`config.mk`:
```
export PLATFORM = sky130hd
export DESIGN_NAME = led_blink_coder
export DESIGN_NICKNAME = d
export VERILOG_FILES = /design/src/rtl/led_blink_coder_pkg.sv /design/src/rtl/led_blink_coder_timer.sv /design/src/rtl/led_blink_coder.sv
export SDC_FILE = /design/constraint.sdc
export NUM_CORES = 1
export LEC_CHECK = 0
export ABC_AREA = 1
export CAP_MARGIN = 20
export CORE_AREA = 2 2 47 49
export DETAILED_ROUTE_END_ITERATION = 8
export DIE_AREA = 0 0 49 51
export HOLD_SLACK_MARGIN = 0.06
export SYNTH_ARGS = -nofsm -noshare
export SYNTH_HDL_FRONTEND = slang
export SYNTH_SLANG_ARGS = --single-unit
export TNS_END_PERCENT = 1
```
`constraint.sdc`:
```
create_clock -name clk -period 1.3 [get_ports clk]
set_input_delay 0.13 -clock clk [delete_from_list [all_inputs] [get_ports clk]]
set_output_delay 0.13 -clock clk [all_outputs]
set_load 0.02 [all_outputs]
```
`src/rtl/led_blink_coder_pkg.sv`:
```
// Shared types and sizing helpers for the LED blink-code display.
// Keeps the FSM and its timer agreed on state encoding and timer width.
package led_blink_pkg;

  typedef enum logic [1:0] {
    IDLE = 2'd0,
    ON   = 2'd1,
    OFF  = 2'd2,
    GAP  = 2'd3
  } state_t;

  // Timer bits needed to hold the largest phase length minus one, never below 1.
  function automatic int timer_w(input int a, input int b, input int c);
    int m;
    int w;
    m = a;
    if (b > m) m = b;
    if (c > m) m = c;
    w = $clog2(m);
    return (w < 1) ? 1 : w;
  endfunction

endpackage

```
`src/rtl/led_blink_coder_timer.sv`:
```
// Loadable down-counter that parks at zero; zero flag is straight from the register.
// A load strobe wins over counting.
module blink_timer #(
  parameter int W = 4
) (
  input  logic         clk,
  input  logic         rst,
  input  logic         load,
  input  logic [W-1:0] load_val,
  output logic         zero
);

  logic [W-1:0] cnt;

  always_ff @(posedge clk or posedge rst) begin
    if (rst) begin
      cnt <= '0;
    end else if (load) begin
      cnt <= load_val;
    end else if (cnt != '0) begin
      cnt <= cnt - W'(1);
    end
  end

  assign zero = (cnt == '0);

endmodule

```
`src/rtl/led_blink_coder.sv`:
```
// Shows a saturated event count on one LED as N blinks followed by a dark gap.
// Count is sampled once per frame in IDLE; led and frame_done are registered.
module led_blink_coder
  import led_blink_pkg::*;
#(
  parameter int CNT_W   = 2,
  parameter int ON_CYC  = 4,
  parameter int OFF_CYC = 4,
  parameter int GAP_CYC = 16
) (
  input  logic             clk,
  input  logic             rst,
  input  logic             en,
  input  logic [CNT_W-1:0] count,
  output logic             led,
  output logic             frame_done
);

  localparam int TW = timer_w(ON_CYC, OFF_CYC, GAP_CYC);
  localparam logic [TW-1:0] ON_LD  = TW'(ON_CYC - 1);
  localparam logic [TW-1:0] OFF_LD = TW'(OFF_CYC - 1);
  localparam logic [TW-1:0] GAP_LD = TW'(GAP_CYC - 1);

  state_t           state;
  state_t           state_nxt;
  logic [CNT_W-1:0] blinks_left;
  logic [CNT_W-1:0] blinks_nxt;
  logic [CNT_W-1:0] blinks_dec;
  logic             load;
  logic [TW-1:0]    load_val;
  logic             tmr_zero;

  blink_timer #(.W(TW)) u_timer (
    .clk      (clk),
    .rst      (rst),
    .load     (load),
    .load_val (load_val),
    .zero     (tmr_zero)
  );

  assign blinks_dec = blinks_left - CNT_W'(1);

  // Every state entry reloads the timer, so each phase lasts exactly its length.
  always_comb begin
    state_nxt  = state;
    blinks_nxt = blinks_left;
    load       = 1'b0;
    load_val   = '0;
    case (state)
      IDLE: begin
        if (en) begin
          blinks_nxt = count;
          load       = 1'b1;
          if (count != '0) begin
            state_nxt = ON;
            load_val  = ON_LD;
          end else begin
            state_nxt = GAP;
            load_val  = GAP_LD;
          end
        end
      end
      ON: begin
        if (tmr_zero) begin
          state_nxt = OFF;
          load      = 1'b1;
          load_val  = OFF_LD;
        end
      end
      OFF: begin
        if (tmr_zero) begin
          blinks_nxt = blinks_dec;
          load       = 1'b1;
          if (blinks_dec != '0) begin
            state_nxt = ON;
            load_val  = ON_LD;
          end else begin
            state_nxt = GAP;
            load_val  = GAP_LD;
          end
        end
      end
      GAP: begin
        if (tmr_zero) begin
          state_nxt = IDLE;
        end
      end
      default: state_nxt = IDLE;
    endcase
  end

  // led is registered from the next state so it tracks (state == ON) exactly.
  always_ff @(posedge clk or posedge rst) begin
    if (rst) begin
      state       <= IDLE;
      blinks_left <= '0;
      led         <= 1'b0;
      frame_done  <= 1'b0;
    end else begin
      state       <= state_nxt;
      blinks_left <= blinks_nxt;
      led         <= (state_nxt == ON);
      frame_done  <= (state == GAP) && tmr_zero;
    end
  end

endmodule

```
Word-level counts from Yosys, hierarchy flattened
Cells that the tools add are included.
{"block": "totals", "register_bits": 10, "latchBits": 0, "ramBits": 0, "mem_bits_ro": 0, "inputBits": 5, "output_inout_bits": 2, "n_memories": 0}
{"block": "op_classes", "addsub": 2, "n_mul": 0, "div_mod_pow": 0, "n_lt_le_gt_ge": 0, "eq_ne": 6, "shift": 0, "mux": 21, "bitwise": 0, "n_reduce_logical": 10}
{"operator": "4-bit 2-to-1 mux", "count": 6}
{"operator": "2-bit 2-to-1 mux", "count": 9}
{"operator": "4-bit one-hot mux with 3 select lines", "count": 1}
{"operator": "2-bit one-hot mux with 4 select lines", "count": 1}
{"operator": "2-bit nonzero test", "count": 4}
{"operator": "2-bit by 1-bit == test with 1-bit output (second input constant)", "count": 2}
{"operator": "2-bit == test (second input constant)", "count": 2}
{"operator": "4-bit logical NOT", "count": 1}
{"operator": "2-bit inequality test (second input constant)", "count": 2}
{"operator": "2-bit one-hot mux with 2 select lines", "count": 1}
{"operator": "4-bit nonzero test", "count": 1}
{"operator": "4-bit by 1-bit subtractor with 4-bit output (second input constant)", "count": 1}
{"operator": "3-bit AND reduction", "count": 1}
{"operator": "2-bit logical NOT", "count": 1}
{"operator": "1-bit 2-to-1 mux", "count": 2}
{"operator": "1-bit one-hot mux with 2 select lines", "count": 1}
{"operator": "2-bit OR reduction", "count": 1}
{"operator": "2-bit by 1-bit subtractor with 2-bit output (second input constant)", "count": 1}
{"operator": "1-bit logical AND", "count": 1}

Longest topological paths before layout
{"block": "logic_depth", "depth_word": 6, "depth_mapped": 11}

Hierarchy
Synthesis repeated with hierarchy kept, for this count alone.
{"block": "hier_totals", "hier_cells": 105, "hier_area_um2": 748.2}
{"mod": "led_blink_coder", "n_inst": 1, "cells_per_inst": 67, "area_per_inst_um2": 489.2, "seq_area_each_um2": 150.1}
{"mod": "blink_timer", "n_inst": 1, "cells_per_inst": 38, "area_per_inst_um2": 259.0, "seq_area_each_um2": 100.1}

Worst setup path before layout
Ideal clock, no wire load.
{"block": "synth_path", "path_type": "register to register", "startpoint": "reg u_timer.cnt[0]", "endpoint": "reg led", "arrival_time_ns": 1.188, "slack_ns": -0.001, "path_stages_with_launch": 10, "path_cell_list": "dfrtp_1 -> inv_1 -> ha_1 -> nand4_1 -> nand2_1 -> inv_1 -> nand2_1 -> nand2_1 -> nand2_1 -> inv_1"}
{"block": "synth_via", "elab_chain_len": 4}
{"element": "start, declared", "line_no": "led_blink_coder_timer.sv:13", "rtl": "logic [W-1:0] cnt;"}
{"element": "start signal, assigned", "line_no": "led_blink_coder_timer.sv:19", "rtl": "cnt <= load_val;"}
{"element": "start signal, assigned", "line_no": "led_blink_coder_timer.sv:21", "rtl": "cnt <= cnt - W'(1);"}
{"element": "4-bit logical NOT *", "line_no": "led_blink_coder_timer.sv:25", "rtl": "assign zero = (cnt == '0);"}
{"element": "2-bit 2-to-1 mux (on tied branches)", "line_no": "led_blink_coder.sv:84, led_blink_coder.sv:64, led_blink_coder.sv:71"}
{"element": "2-bit one-hot mux with 4 select lines *", "line_no": "led_blink_coder.sv:49", "rtl": "case (state)"}
{"element": "2-bit by 1-bit == test with 1-bit output *", "line_no": "led_blink_coder.sv:102", "rtl": "led <= (state_nxt == ON);"}
{"element": "end signal, assigned", "line_no": "led_blink_coder.sv:102"}
{"element": "end, declared", "line_no": "led_blink_coder.sv:15", "rtl": "output logic led,"}
Every way passes the cells marked *; elsewhere a longest branch is shown, timed or not.
A chain may end at the register's enable or synchronous reset.

Final worst setup path
{"block": "layout_path", "startpoint": "reg state[1]", "endpoint": "reg u_timer.cnt[2]"}
{"block": "layout_via", "elab_chain_len": 4}
{"element": "start, declared", "line_no": "led_blink_coder.sv:24", "rtl": "state_t state;"}
{"element": "start signal, assigned", "line_no": "led_blink_coder.sv:100", "rtl": "state <= state_nxt;"}
{"element": "2-bit == test or 2-bit by 1-bit == test with 1-bit output (tied branches)", "line_no": "led_blink_coder.sv:49"}
{"element": "2-bit OR reduction (no line)"}
{"element": "1-bit one-hot mux with 2 select lines", "line_no": "led_blink_coder.sv:49"}
{"element": "4-bit 2-to-1 mux or 2-bit nonzero test (tied branches)"}
Parallel ways exist; a longest one is shown, timed or not.

==> parameters.txt <==
Parameter                              Value

Die
  Y dimension of the die ... 51 µm
  Starting utilization of the core area ... 34.9%
  Core Footprint ... 0.00206 mm²
  Count of standard-cell rows ... 17
  Total I/O pin count ... 7
  Die Footprint ... 0.00250 mm²
  Die width ... 49 µm

Critical path
  Startpoint type of the worst setup path ... register
  Arrival time reported for the critical path endpoint ... 1480 ps
  Required time at the worst-slack endpoint ... 1490 ps
  Crit Path Class ... reg2reg
  Highest fanout seen on the critical path ... 4
  Endpoint class of the critical path ... register

Synthesis
  Mapped Cells ... 95
  Yosys cell types ... 19
  Adder and majority gate portion of the synthesized area ... 12.2%
  Post-synthesis register bit count ... 10
  Top-area cell type share of the netlist area ... a little over a third
  Number of nets produced by synthesis ... 107
  Mux contribution to synthesized area ... 0%
  Compound-Gate Fraction of Synth Area ... 12.5%
  Cell accounting for the most synthesized area ... dfrtp_1
  Synth Cell Area ... 721 µm²
  Total of warnings raised by yosys ... 0
  Parity-gate share of the synthesized area counting xor and xnor cells ... 2.43%
  Top area cells in the synthesized netlist ... dfrtp_1 (35%), nand2_1 (15%), ha_1 (12%)
  Share of synthesized area occupied by flip-flops and latches ... 34.7%
  Main combinational cell family by area after synthesis ... simple AND/OR/NAND/NOR gates
  Post-synthesis share of cell area spent on and, or, nand and nor gates ... ~29%
  Mean area per synthesized cell ... 7.59 µm²

Job
  Max-cap violations ... 0

Pwr
  Maximum ir drop on the vdd rail ... roughly 1400 µV
  Leakage power ... 0.000516 µW
  Power after layout ... 2600 µW
  Power per cell area ... 2590 mW/mm²

Cells and area
  Area of combinational cells with multiple inputs ... approximately 470 µm²
  Layout cell share with drive strength beyond 1 ... 33.0%
  Fill cells ... 212
  Utilization after layout ... ~50%
  Nets@finish ... 129
  Final antenna diode count ... 0
  Area growth from synthesis to final layout ... 39.1%
  Register cell area after layout ... about 250 µm²

Clock network
  Clock sink total ... 10
  Maximum level of the CTS H-tree ... 1
  Clock slew at the register clock pins of the worst setup and hold paths ... 60 ps
  Worst-case clock buffer depth ... 2
  Number of hold buffers added after CTS ... 0
  Clock tree from TritonCTS ... yes
  Insertion delay to the later sink of the worst-skew pair ... ~260 ps
  TritonCTS buffer count ... 3
  Library cell used as clock root buffer ... clkbuf_4

Timing
  Final setup vio count ... 0
  Summed negative setup slack over all endpoints ... 0 ps
  Final critical delay including setup and external delays ... 1290 ps
  Worst slew pin tran ... roughly 390 ps
  Achievable Freq ... 773 MHz
  Number of slew-limit violations in the final report ... 0
  Post-Route Hold Slack ... 149 ps
  Setup repair after global routing missed its margin ... yes
  Post-route clock period utilization ... 99.5%
  Worst slew margin relative to its limit ... 74.0%
  Clock Skews ... around 1.6 ps
  Number of failing hold endpoints at the final stage ... 0

Status
  Result of the run ... finished, final reports clean

Global routing
  GR Overflow Total ... 0
  Antenna violations before repair ... 0
  Aggregate global-route resource usage ... 13.4%
  Largest net degree at the start of global routing ... 11
  Via count of the first global-routing pass ... 582
  Global-route wire length before repair ... 2540 µm

Route
  Antenna-violating nets left ... 0
  Final wirelength ... 1430 µm
  Post-route DRC violation count ... 0
  Detail-routed via count per cell ... 4.45
  Number of DRC violations after detailed-routing iteration 0 ... 6
  Number of detailed-route iterations in the first pass ... 3
  Routed length per instance ... 9.99 µm
  Total via count after detailed routing ... 637

Placement
  Detailed placer's ending HPWL ... 1120 µm
  Final Wtd Congestion ... between 0.7 and 0.8
  Number of buffer cells added on primary ports ... 6

Min path
  Worst min-delay path category ... in2async
==> metal layers <==
layer / global-route usage, % / vias up / share of wire, %
met5: 0 / - / 0
met2: 24.4 / 6 / 54
met4: 1.43 / 0 / 0
met3: 4.97 / 0 / 4.5
met1: 15.4 / 292 / 41
li1: - / 339 / -
==> timing repair <==
action                     4_1_cts  5_1_grt
pin swaps                        1        4
setup endpoints to repair       10        9
resized for setup               12       13
gates cloned                     0        0
setup buffers                    2        1
==> flip-flops by register name, summed over array words and instances (netlist names) <==
signal,flops
blinks_left,2
frame_done,1
led,1
state,2
u_timer.cnt,4
==> stage by stage <==
step / instance area (µm²) / setup slack (ps) / std cells
final: 1000 / 5.89 / 143
after global routing: 1000 / -97.6 / 143
after global placement: 878 / -42.6 / 137
after CTS: 953 / -21.6 / 142
after floorplan: 723 / 15.9 / 95
after detailed placement: 878 / -66.7 / 137
==> cell families (layout without fill, tap and decap cells) <==
kind of cell | after synthesis | after routing
xor gates and xnor gates | 2 | 2
DFF | 10 | 10
buffers and inverters | 18 | 38
and+or+nand+nor | 43 | 43
AOI/OAI and AO/OA | 15 | 15
adders and majority gates | 7 | 7
==> cell type report <==
| cell class | count | area share [%] |
|---|---|---|
| clock buffers | 3 | 2.25 |
| repair buffers | 17 | 15.1 |
| well taps | 28 | 3.50 |
| inverters | 18 | 7.24 |
| flip-flops and latches | 10 | 25.1 |
| multi-input cells | 67 | 46.8 |
==> layout by cell type, fill, tap and decap left out, drive strengths merged <==
cell type	n
nand4	3
dlygate4sd2	2
buf	11
a21oi	5
clkdlybuf4s50	4
nand2	31
ha	7
nor2	5
or2	1
o21ai	10
inv	18
clkbuf	3
dfrtp	10
nand3	3
xor2	2
==> worst max-delay path, stage by stage (launching register included) <==
cell     delay, ps
dfrtp_2        410
inv_2           80
ha_4           280
nand3_4         80
a21oi_4        180
nand2_2         70
a21oi_1        120
==> final timing paths <==
check	start	to	slack [ps]	cells after the start
min	rst	u_timer.cnt[1]$_DFFE_PP0P_	150	2
max	state[1]$_DFF_PP0_	u_timer.cnt[2]$_DFFE_PP0P_	6	6
min in group clk	blinks_left[1]$_DFFE_PP0P_	blinks_left[1]$_DFFE_PP0P_	540	2
min reg2reg	blinks_left[1]$_DFFE_PP0P_	blinks_left[1]$_DFFE_PP0P_	540	2
max reg2reg	state[1]$_DFF_PP0_	u_timer.cnt[2]$_DFFE_PP0P_	6	6
max in group asynchronous	rst	state[1]$_DFF_PP0_	850	2
==> cells in the mapped netlist (all sizes together) <==
library cell	instances
o21ai	10
nor2	5
nand3	3
a21oi	5
ha	7
inv	18
nand2	31
xor2	2
or2	1
nand4	3
dfrtp	10
==> power breakdown <==
group / leakage, µW / internal, µW / total (µW) / switching (µW)
Sequential: 0.000124 / 463 / 560 / 97.0
Clock: 0.0000138 / 106 / 198 / 91.8
Combinational: 0.000378 / 843 / 1840 / 997
Total: 0.000516 / 1410 / 2600 / 1190
Power figures use the tool's default switching activity.
